$ cat src/rtl/r2sdf_pkg.sv
`default_nettype none
// ============================================================================
//  Module      : r2sdf_pkg
//  Description : Shared constants for the radix-2 single-path delay-feedback
//                FFT stage: controller state encoding, trivial-rotation
//                selectors and the counter/twiddle-index width helper.
//  Revision    : 1.0  initial release
// ============================================================================
package r2sdf_pkg;

    // Controller states
    localparam logic [2:0] ST_IDLE  = 3'd0;
    localparam logic [2:0] ST_LOAD  = 3'd1;
    localparam logic [2:0] ST_RUN1  = 3'd2;
    localparam logic [2:0] ST_RUN0  = 3'd3;
    localparam logic [2:0] ST_DRAIN = 3'd4;

    // Trivial rotation selectors, (-j)^k for k mod 4
    localparam logic [1:0] ROT_ONE   = 2'd0;  // x * 1
    localparam logic [1:0] ROT_NEG_J = 2'd1;  // x * -j : (hi, -hr)
    localparam logic [1:0] ROT_NEG_1 = 2'd2;  // x * -1 : (-hr, -hi)
    localparam logic [1:0] ROT_POS_J = 2'd3;  // x * +j : (-hi, hr)

    // Width of the sample counter / twiddle index, never below one bit
    function automatic int r2sdf_cnt_w(input int depth);
        return (depth <= 1) ? 1 : $clog2(depth);
    endfunction

endpackage
`default_nettype wire

$ cat src/rtl/r2sdf_delay_line.sv
`default_nettype none
// ============================================================================
//  Module      : r2sdf_delay_line
//  Description : Complex shift register of DEPTH entries. Shifts on en,
//                clears asynchronously, and presents the oldest entry.
//  Revision    : 1.0  initial release
// ============================================================================
module r2sdf_delay_line
    import r2sdf_pkg::*;
#(
    parameter int WIDTH = 16,
    parameter int DEPTH = 16
)(
    input  logic             clk,
    input  logic             rst_n,
    input  logic             en,
    input  logic [WIDTH-1:0] din_r,
    input  logic [WIDTH-1:0] din_i,
    output logic [WIDTH-1:0] dout_r,
    output logic [WIDTH-1:0] dout_i
);

    logic [WIDTH-1:0] r_mem_r [DEPTH];
    logic [WIDTH-1:0] r_mem_i [DEPTH];

    // Shift newest sample into tap 0; tap DEPTH-1 holds the oldest
    always_ff @(posedge clk or negedge rst_n) begin
        if (!rst_n) begin
            for (int k = 0; k < DEPTH; k++) begin
                r_mem_r[k] <= '0;
                r_mem_i[k] <= '0;
            end
        end else if (en) begin
            r_mem_r[0] <= din_r;
            r_mem_i[0] <= din_i;
            for (int k = 1; k < DEPTH; k++) begin
                r_mem_r[k] <= r_mem_r[k-1];
                r_mem_i[k] <= r_mem_i[k-1];
            end
        end
    end

    assign dout_r = r_mem_r[DEPTH-1];
    assign dout_i = r_mem_i[DEPTH-1];

endmodule
`default_nettype wire

$ cat src/rtl/r2sdf_stage.sv
`default_nettype none
// ============================================================================
//  Module      : r2sdf_stage
//  Description : Radix-2 single-path delay-feedback FFT stage: butterfly,
//                feedback delay line, phase controller, flush/drain and
//                valid/ready handshake. Optional trivial (-j)^k rotation.
//                Build option R2SDF_SCALE_EN: every emitted value x becomes
//                (x+1)>>>1; the delay line keeps unscaled h.
//  Revision    : 1.0  initial release
// ============================================================================
module r2sdf_stage
    import r2sdf_pkg::*;
#(
    parameter int DATA_W   = 15,
    parameter int DELAY    = 16,
    parameter int TRIV_ROT = 0,
    localparam int OUT_W   = DATA_W + 1,
    localparam int CNT_W   = r2sdf_cnt_w(DELAY)
)(
    input  logic              clk,
    input  logic              rst_n,
    input  logic              din_valid,
    output logic              din_ready,
    input  logic [DATA_W-1:0] din_r,
    input  logic [DATA_W-1:0] din_i,
    input  logic              flush,
    output logic              dout_valid,
    output logic [OUT_W-1:0]  dout_r,
    output logic [OUT_W-1:0]  dout_i,
    output logic [CNT_W-1:0]  tw_idx,
    output logic              busy
);

    localparam logic [CNT_W-1:0] c_cnt_max = CNT_W'(DELAY - 1);

    logic [2:0]       r_state;
    logic [2:0]       w_state_nxt;
    logic [CNT_W-1:0] r_cnt;
    logic [CNT_W-1:0] w_cnt_nxt;
    logic             r_din_ready;
    logic             r_busy;
    logic             r_dout_valid;
    logic [OUT_W-1:0] r_dout_r;
    logic [OUT_W-1:0] r_dout_i;
    logic [CNT_W-1:0] r_tw_idx;

    logic             w_accept;
    logic             w_adv;
    logic             w_wrap;
    logic [OUT_W-1:0] w_a_r, w_a_i;
    logic [OUT_W-1:0] w_b_r, w_b_i;
    logic [OUT_W-1:0] w_g_r, w_g_i;
    logic [OUT_W-1:0] w_d_r, w_d_i;
    logic [OUT_W-1:0] w_h_r, w_h_i;
    logic [OUT_W-1:0] w_dl_in_r, w_dl_in_i;
    logic [OUT_W-1:0] w_out_r, w_out_i;
    logic [OUT_W-1:0] w_scl_r, w_scl_i;
    logic [CNT_W-1:0] w_out_tw;
    logic             w_emit;

    assign w_accept  = din_valid & r_din_ready;
    assign w_adv     = w_accept | (r_state == ST_DRAIN);
    assign w_wrap    = (r_cnt == c_cnt_max);
    assign w_cnt_nxt = w_wrap ? '0 : r_cnt + CNT_W'(1);

    // Sign-extend the input to the output width
    assign w_a_r = {din_r[DATA_W-1], din_r};
    assign w_a_i = {din_i[DATA_W-1], din_i};

    // Butterfly; the carry out of OUT_W is never significant because b is
    // an extended input or a difference of two extended inputs
    assign w_g_r = w_b_r + w_a_r;
    assign w_g_i = w_b_i + w_a_i;
    assign w_d_r = w_b_r - w_a_r;
    assign w_d_i = w_b_i - w_a_i;

    r2sdf_delay_line #(
        .WIDTH (OUT_W),
        .DEPTH (DELAY)
    ) u_delay_line (
        .clk    (clk),
        .rst_n  (rst_n),
        .en     (w_adv),
        .din_r  (w_dl_in_r),
        .din_i  (w_dl_in_i),
        .dout_r (w_b_r),
        .dout_i (w_b_i)
    );

    generate
        if (TRIV_ROT != 0) begin : g_rot
            logic [1:0]       w_k;
            logic [OUT_W-1:0] w_nb_r, w_nb_i;

            if (CNT_W >= 2) begin : g_k_wide
                assign w_k = r_cnt[1:0];
            end else begin : g_k_narrow
                assign w_k = {1'b0, r_cnt};
            end

            assign w_nb_r = '0 - w_b_r;
            assign w_nb_i = '0 - w_b_i;

            // Apply (-j)^k to the pending h as it leaves the delay line
            always_comb begin
                w_h_r = w_b_r;
                w_h_i = w_b_i;
                case (w_k)
                    ROT_NEG_J: begin w_h_r = w_b_i;  w_h_i = w_nb_r; end
                    ROT_NEG_1: begin w_h_r = w_nb_r; w_h_i = w_nb_i; end
                    ROT_POS_J: begin w_h_r = w_nb_i; w_h_i = w_b_r;  end
                    default:   begin w_h_r = w_b_r;  w_h_i = w_b_i;  end
                endcase
            end
        end else begin : g_norot
            assign w_h_r = w_b_r;
            assign w_h_i = w_b_i;
        end
    endgenerate

    // Output select, twiddle index and delay-line feed per phase
    always_comb begin
        w_emit    = 1'b0;
        w_out_r   = w_g_r;
        w_out_i   = w_g_i;
        w_out_tw  = '0;
        w_dl_in_r = w_a_r;
        w_dl_in_i = w_a_i;
        case (r_state)
            ST_RUN1: begin
                w_emit    = w_accept;
                w_dl_in_r = w_d_r;
                w_dl_in_i = w_d_i;
            end
            ST_RUN0: begin
                w_emit   = w_accept;
                w_out_r  = w_h_r;
                w_out_i  = w_h_i;
                w_out_tw = r_cnt;
            end
            ST_DRAIN: begin
                w_emit    = 1'b1;
                w_out_r   = w_h_r;
                w_out_i   = w_h_i;
                w_out_tw  = r_cnt;
                w_dl_in_r = '0;
                w_dl_in_i = '0;
            end
            default: ;
        endcase
    end

`ifdef R2SDF_SCALE_EN
    // (x+1)>>>1 rewritten as (x>>>1) + lsb, which cannot leave OUT_W
    assign w_scl_r = {w_out_r[OUT_W-1], w_out_r[OUT_W-1:1]} + OUT_W'(w_out_r[0]);
    assign w_scl_i = {w_out_i[OUT_W-1], w_out_i[OUT_W-1:1]} + OUT_W'(w_out_i[0]);
`else
    assign w_scl_r = w_out_r;
    assign w_scl_i = w_out_i;
`endif

    // Phase controller next-state; flush only counts on an idle input cycle
    // at a half-frame boundary
    always_comb begin
        w_state_nxt = r_state;
        case (r_state)
            ST_IDLE:  if (w_accept) w_state_nxt = w_wrap ? ST_RUN1 : ST_LOAD;
            ST_LOAD:  if (w_accept && w_wrap) w_state_nxt = ST_RUN1;
            ST_RUN1:  if (w_accept && w_wrap) w_state_nxt = ST_RUN0;
            ST_RUN0: begin
                if (w_accept && w_wrap)
                    w_state_nxt = ST_RUN1;
                else if (!din_valid && flush && (r_cnt == '0))
                    w_state_nxt = ST_DRAIN;
            end
            ST_DRAIN: if (w_wrap) w_state_nxt = ST_IDLE;
            default:  w_state_nxt = ST_IDLE;
        endcase
    end

    // Controller registers, with ready/busy registered from the next state
    always_ff @(posedge clk or negedge rst_n) begin
        if (!rst_n) begin
            r_state     <= ST_IDLE;
            r_cnt       <= '0;
            r_din_ready <= 1'b1;
            r_busy      <= 1'b0;
        end else begin
            r_state     <= w_state_nxt;
            r_din_ready <= (w_state_nxt != ST_DRAIN);
            r_busy      <= (w_state_nxt != ST_IDLE);
            if (w_adv)
                r_cnt <= w_cnt_nxt;
        end
    end

    // Output registers; data and index hold while nothing is emitted
    always_ff @(posedge clk or negedge rst_n) begin
        if (!rst_n) begin
            r_dout_valid <= 1'b0;
            r_dout_r     <= '0;
            r_dout_i     <= '0;
            r_tw_idx     <= '0;
        end else begin
            r_dout_valid <= w_emit;
            if (w_emit) begin
                r_dout_r <= w_scl_r;
                r_dout_i <= w_scl_i;
                r_tw_idx <= w_out_tw;
            end
        end
    end

    assign din_ready  = r_din_ready;
    assign busy       = r_busy;
    assign dout_valid = r_dout_valid;
    assign dout_r     = r_dout_r;
    assign dout_i     = r_dout_i;
    assign tw_idx     = r_tw_idx;

endmodule
`default_nettype wire

$ cat config.mk
export PLATFORM = sky130hd
export DESIGN_NAME = r2sdf_stage
export DESIGN_NICKNAME = d
export VERILOG_FILES = /design/src/rtl/r2sdf_pkg.sv /design/src/rtl/r2sdf_delay_line.sv /design/src/rtl/r2sdf_stage.sv
export SDC_FILE = /design/constraint.sdc
export NUM_CORES = 1
export LEC_CHECK = 0
export ABC_AREA = 1
export CAP_MARGIN = 20
export CELL_PAD_IN_SITES_DETAIL_PLACEMENT = 0
export CELL_PAD_IN_SITES_GLOBAL_PLACEMENT = 1
export CORE_UTILIZATION = 23
export DETAILED_ROUTE_END_ITERATION = 16
export DONT_BUFFER_PORTS = 1
export PLACE_DENSITY = 0.42
export SLEW_MARGIN = 0
export SYNTH_ARGS = -nofsm -noshare
export SYNTH_HDL_FRONTEND = slang
export SYNTH_SLANG_ARGS = --single-unit
export TNS_END_PERCENT = 20
$ cat constraint.sdc
create_clock -name clk -period 5.1 [get_ports clk]
set_input_delay 0.51 -clock clk [delete_from_list [all_inputs] [get_ports clk]]
set_output_delay 0.51 -clock clk [all_outputs]
set_load 0.005 [all_outputs]
==> results of run 1 <==
## cells in the mapped netlist, types with 5 or more instances
library cell | number | area share [%]
o21ai_1 | 18 | 0.36
ha_1 | 62 | 3.1
inv_2 | 5 | 0.075
buf_4 | 6 | 0.18
o21ai_0 | 475 | 9.5
buf_2 | 108 | 2.2
nand2_1 | 869 | 13
clkbuf_1 | 27 | 0.41
dfrtp_1 | 557 | 56
nor2_1 | 98 | 1.5
a21oi_1 | 133 | 2.7
nand3_1 | 104 | 2.1
inv_1 | 429 | 6.4
nand4_1 | 13 | 0.33
nor3_1 | 8 | 0.16
xor2_1 | 7 | 0.25
a31oi_1 | 7 | 0.18
buf_6 | 6 | 0.27
## kinds of logic after synthesis
kind of cell / share of synthesized area [%]
xor gates and xnor gates: 0.351
AOI/OAI and AO/OA: 13.2
and+or+nand+nor: 17.5
adders and majority gates: 3.43
buffers and inverters: 9.64
DFF: 55.9
## worst register-to-register path, cell delays in order, from the launching register on
cell	delay (ns)
dfrtp_1	0.51
inv_1	0.15
nand3_2	0.11
nand2_2	0.40
o21ai_4	0.27
buf_4	0.49
inv_2	0.33
o211ai_1	0.20
nand2_1	0.07
## how the worst max path moves through the flow
stage | slack (ns) | to | cells after the start | start
3_5_place_dp | 2.37 | dout_i[5] | 8 | r_state[2]
6_report | 2.45 | dout_i[5] | 8 | r_state[2]
5_1_grt | 2.18 | dout_i[5] | 8 | r_state[2]
4_1_cts | 2.35 | dout_i[5] | 8 | r_state[2]
2_1_floorplan | 3.24 | dout_r[14] | 11 | din_r[0]
3_3_place_gp | 2.49 | u_delay_line.r_mem_i[190] | 5 | din_valid
## cells in the final DEF (no fill, tap or decap), types with 2 or more instances in the layout
cell type	n
nand2_2	2
o21ai_1	18
nand3_1	104
o211ai_1	2
inv_2	4
inv_1	429
buf_12	5
xor2_1	7
bufinv_16	5
or2_2	2
a21oi_1	133
xnor2_1	3
buf_4	3
a31oi_1	7
clkinv_2	5
nor3_1	8
buf_16	3
fa_1	4
nand4_1	13
clkbuf_1	22
inv_6	3
ha_1	62
dfrtp_1	557
o31ai_1	3
clkbuf_8	12
and2_1	2
clkbuf_16	67
o21bai_1	3
a22oi_1	3
o21ai_0	475
nor2_1	98
nand2_1	869
## flip-flops by register name (all words and copies together) (netlist names)
name	flops
u_delay_line.r_mem_i	240
u_delay_line.r_mem_r	240
dout_r	16
tw_idx	4
u_delay_line.dout_i	16
u_delay_line.dout_r	16
r_cnt	4
dout_i	16
din_ready	1
dout_valid	1
r_state	3
busy	1
## repair_timing
item / CTS / global route
hold endpoints to repair: 558 / 1
endpoints found under the setup margin: 0 / 0
resized for setup: 0 / 0
## cell type report
| class | count | area, um2 |
|---|---|---|
| Fill cell | 11500 | 79000 |
| Clock inverter | 13 | 201 |
| Multi-Input combinational cell | 1828 | 8620 |
| Timing Repair Buffer | 12 | 215 |
| Sequential cell | 558 | 14000 |
| Clock buffer | 101 | 1920 |
| Inverter | 434 | 1640 |
| Antenna cell | 1 | 2.50 |
| Tap cell | 1403 | 1760 |
## through the flow
| stage | hold WS (ns) | total power, uW | worst slack (ns) | utilization (%) | area [um2] |
|---|---|---|---|---|---|
| after global placement | 0.232 | 8900 | 2.49 | 24.3 | 26100 |
| after floorplan | 0.214 | 8040 | 3.24 | - | 25000 |
| after detailed placement | 0.235 | 8920 | 2.37 | 24.3 | 26100 |
| after CTS | -0.436 | 13800 | 2.35 | 26.3 | 28200 |
| final | -0.0791 | 13600 | 2.45 | 26.4 | 28300 |
| after global routing | 0.00530 | 14700 | 2.18 | 26.4 | 28300 |
## routing by layer
| metal | vias to the layer above | share of wire (%) |
|---|---|---|
| met5 | - | 0 |
| li1 | 9187 | - |
| met1 | 8402 | 55 |
| met4 | 0 | 1.9 |
| met2 | 216 | 39 |
| met3 | 75 | 3.8 |
## power by group through the flow
stage                     Sequential [uW]  Combinational (uW)  Clock, uW
after CTS                            6110                2770       4940
after floorplan                      5940                2100          0
after global routing                 6220                3300       5130
after detailed placement             6180                2740          0
after global placement               6170                2720          0
final                                6090                2800       4710
==> results.cfg, run 1 <==
[worst_setup_path]
path_class = reg -> reg
slowest_stage = dfrtp_1
critPathCaptureType = flip-flop
r2r_slack_ns = 2.45
worstPathRequired_ns = 5.56
path_buf_inv = 3
critPathTopFamily = buffers and inverters
cp.arrival_ns = 3.11
r2r_end = dout_i[5]
crit_chain = inv_1 -> nand3_2 -> nand2_2 -> o21ai_4 -> buf_4 -> inv_2 -> o211ai_1 -> nand2_1
cpPeakStageDelay_ns = 0.51
r2r_cells = 8
setup.worst_path.start_class = flip-flop
crit_fanout = 50
reg2reg_from = r_state[2]

[pwr]
power_density_nw_per_um2 = 480
intPower_uw = 9220
p_leak_uw = 0.0135
power.switching_uw = 4380
sw_frac_of_total_pct = 32.2
peakVddDrop_v = 0.000166
sequentialPowerShare_pct = 44.8
clockPowerShare_pct = 34.6
combPwrFrac_pct = 20.6

[logic_synthesis]
synth_area_per_cell_um2 = 8.40
syn_area_um2 = 25000
netlist_instances = 2972
ys_types = 40
async_flop_share_pct = 100
ys_warn_count = 0
synth_edf_count = 0
synth_flop_cell = dfrtp_1
ys_ff_latch = 558
synth.yosys.seq_area_share_pct = 55.9
syn_nets = 3072

[grt]
antenna_found_initial = 0
use_met1_pct = 18.3
use_met3_pct = 2.02
grt_pass1_wl_mm = 103
grt_pass1_vias = 17700
grt_overflow = 0
grt_start_max_net_pins = 559
track_usage_pct = 11.6
gr-usage-met2_pct = 15.8
busiest_layer = met1

[cells_and_area]
area.growth.synth_to_final_pct = 13.4
fin_cells = 4350
num-nets-final = 3000
drive_above_1_share_pct = 4.04

[clocking]
cts_tree = built
cts.path.max_buffers = 3
postCtsSetupBuffers = 0
clock_sinks = 558
cts_root_buf = clkbuf_16
clkTransAtPathRegs_ns = 0.06
cts_inserted_buffers = 66
worstSkewPairLatency_ns = 0.61
cts_max_level = 3

[placed_design]
gp_congestion = 0.794
post-place-cells = 4231
port_buffers = 0
hpwl_mm = 39.6

[timing]
timing.fmax_ghz = 0.378
slew_headroom_pct = 9.49
rsz0062_at_grt = no
worst_slew_pin_slew_ns = 1.36
finalHoldViolCount = 45
finClkSkew_ns = 0.0347
hold-worst-slack_ns = -0.0791
fin_setup_tns_ns = 0
slew_violations = 0
finalCriticalPeriod_ns = 2.65
setup_viol = 0
min_period_over_period_pct = 51.9

[floorplan]
die_y_um = 332
dieWidth_um = 332
row_count = 120
die-area_um2 = 110000
coreArea_um2 = 107000
ios = 73
start_util_pct = 23.3

[routing]
drt-total-wl_mm = 63.2
drc = 0
dr_total_vias = 17900
drtIter0Drc = 1177
routedWlPerCell_um = 14.5
routed_via_density = 4.11
first_pass_iters = 5
final_antenna_net_count = 0

[status]
violations = hold timing
status = finished with violations

[run]
drv_cap = 0

[min_path]
hp-class = in -> async
Note: power is estimated with default switching activity, not from simulation.
==> run 2: changes to the inputs <==
- PLACE_DENSITY: 0.42 -> 0.43
- clock period: 5.1 -> 2.4 ns (I/O delays scaled with it)
==> results.cfg, run 2 (same netlist as run 1, synthesis figures left out) <==
[cells_and_area]
top_regs = u_delay_line.r_mem_i: 240 flops, u_delay_line.r_mem_r: 240 flops
fin_cells = 4412
num-nets-final = 3062
drive_above_1_share_pct = 5.02
final_common_cell = nand2_1
n_fill_cell = 11500
diodes = 0
final_cell_mix = 869 x nand2_1, 557 x dfrtp_1, 475 x o21ai_0, 429 x inv_1, 133 x a21oi_1
area.growth.synth_to_final_pct = 16.2

[pwr]
sequentialPowerShare_pct = 43.9
sw_frac_of_total_pct = 31.7
clockPowerShare_pct = 35.3
power.switching_uw = 9330
intPower_uw = 20100
power_density_nw_per_um2 = 1010
p_leak_uw = 0.0139
peakVddDrop_v = 0.000452
power_uw = 29400
combPwrFrac_pct = 20.8

[grt]
grt_pass1_vias = 18000
antenna_found_initial = 1
grt_overflow = 0
track_usage_pct = 12.1
grt_start_max_net_pins = 559
grt_pass1_wl_mm = 107

[routing]
first_pass_iters = 5
routed_via_density = 4.10
drc = 0
routedWlPerCell_um = 14.9
drt-total-wl_mm = 65.6
dr_total_vias = 18100
final_antenna_net_count = 0
drtIter0Drc = 1239

[timing]
slew_headroom_pct = -86.5
min_period_over_period_pct = 88.5
finalCriticalPeriod_ns = 2.12
finalHoldViolCount = 557
fin_setup_tns_ns = 0
timing.fmax_ghz = 0.471
rsz0062_at_grt = no
slew_violations = 508
hold-worst-slack_ns = -0.645
worst_slew_pin_slew_ns = 2.80
setup_viol = 0
finClkSkew_ns = 0.0186

[min_path]
hp-class = in -> async

[worst_setup_path]
cp.arrival_ns = 2.61
r2r_end = dout_i[11]
worstPathRequired_ns = 2.89
critPathCaptureType = flip-flop
setup.worst_path.start_class = flip-flop
reg2reg_from = u_delay_line.dout_i[6]
path_class = reg -> reg
r2r_cells = 11
r2r_slack_ns = 0.28
crit_fanout = 8

[clocking]
cts.path.max_buffers = 3
postCtsSetupBuffers = 0
cts_root_buf = clkbuf_16
cts_max_level = 3
clkTransAtPathRegs_ns = 0.06
cts_hold_buffers = 32
clock_sinks = 558
worstSkewPairLatency_ns = 0.60
cts_tree = built
cts_inserted_buffers = 67

[placed_design]
hpwl_mm = 42.1
gp_congestion = 0.789
port_buffers = 0
post-place-cells = 4264

[floorplan]
coreArea_um2 = 107000
die-area_um2 = 110000
start_util_pct = 23.3
ios = 73
dieWidth_um = 332
die_y_um = 332
row_count = 120

[run]
drv_cap = 0

[status]
status = finished with violations
violations = hold timing, slew limit
[run 2: critical path, cell delays in order (launching register included)]
cell	delay, ns
dfrtp_1	0.47
ha_1	0.43
nor2_1	0.28
inv_1	0.07
nor2_1	0.09
nand3_1	0.11
nand2_1	0.16
nand2_1	0.10
nand3_1	0.08
nand3_1	0.10
nand2_1	0.07
nand2_1	0.04
[run 2: through the flow]
stage / util [%] / setup slack [ns] / hold WS (ns) / area (um2)
2_1_floorplan: - / 0.695 / -0.0556 / 25000
3_3_place_gp: 24.7 / 0.229 / -0.0385 / 26500
3_5_place_dp: 24.7 / 0.260 / -0.0398 / 26500
4_1_cts: 27.0 / 0.230 / -0.701 / 29000
5_1_grt: 27.0 / 0.0574 / -0.691 / 29000
6_report: 27.0 / 0.276 / -0.645 / 29000
[run 2: worst max-delay path by stage]
stage                           start         end  slack, ns  cells after the start
6_report       u_delay_line.dout_i[6]  dout_i[11]       0.28                     11
5_1_grt        u_delay_line.dout_r[2]  dout_r[15]       0.06                     12
4_1_cts        u_delay_line.dout_i[6]  dout_i[11]       0.23                     11
3_5_place_dp   u_delay_line.dout_i[6]  dout_i[11]       0.26                     11
3_3_place_gp   u_delay_line.dout_i[6]  dout_i[11]       0.23                     11
2_1_floorplan  u_delay_line.dout_r[0]  dout_r[14]       0.69                     11
[run 2: layer usage]
layer | up-vias | part of all wire, % | GRT usage (%)
li1 | 9306 | - | -
met1 | 8473 | 55 | 19.1
met2 | 222 | 39 | 16.6
met3 | 75 | 3.5 | 1.68
met4 | 0 | 1.9 | 3.55
met5 | - | 0 | 0
[run 2: cell type report]
cell class | instances | area, um2 | area share [%]
Clock buffer | 101 | 1960 | 6.75
Multi-Input combinational cell | 1828 | 8620 | 29.7
Clock inverter | 15 | 263 | 0.905
Sequential cell | 558 | 14000 | 48.1
Tap cell | 1403 | 1760 | 6.05
Timing Repair Buffer | 73 | 828 | 2.85
Inverter | 434 | 1640 | 5.64
[run 2: power by group through the flow]
| stage | sequential (uW) | clock [uW] | combinational, uW |
|---|---|---|---|
| after global routing | 13200 | 11200 | 7150 |
| after detailed placement | 13100 | 0 | 6150 |
| after CTS | 12900 | 10800 | 6260 |
| after floorplan | 12600 | 0 | 4460 |
| after global placement | 13000 | 0 | 6160 |
| final | 12900 | 10400 | 6120 |
[run 2: repair_timing]
action | in CTS | in global routing
endpoints found under the setup margin | 0 | 0
hold endpoints to repair | 594 | 558
resized for setup | 0 | 0
==> run 3: changes to the inputs <==
- SKIP_LAST_GASP: unset -> 1
==> results of run 3 <==
The final DEF is identical to that of run 2; final timing and power are the same.
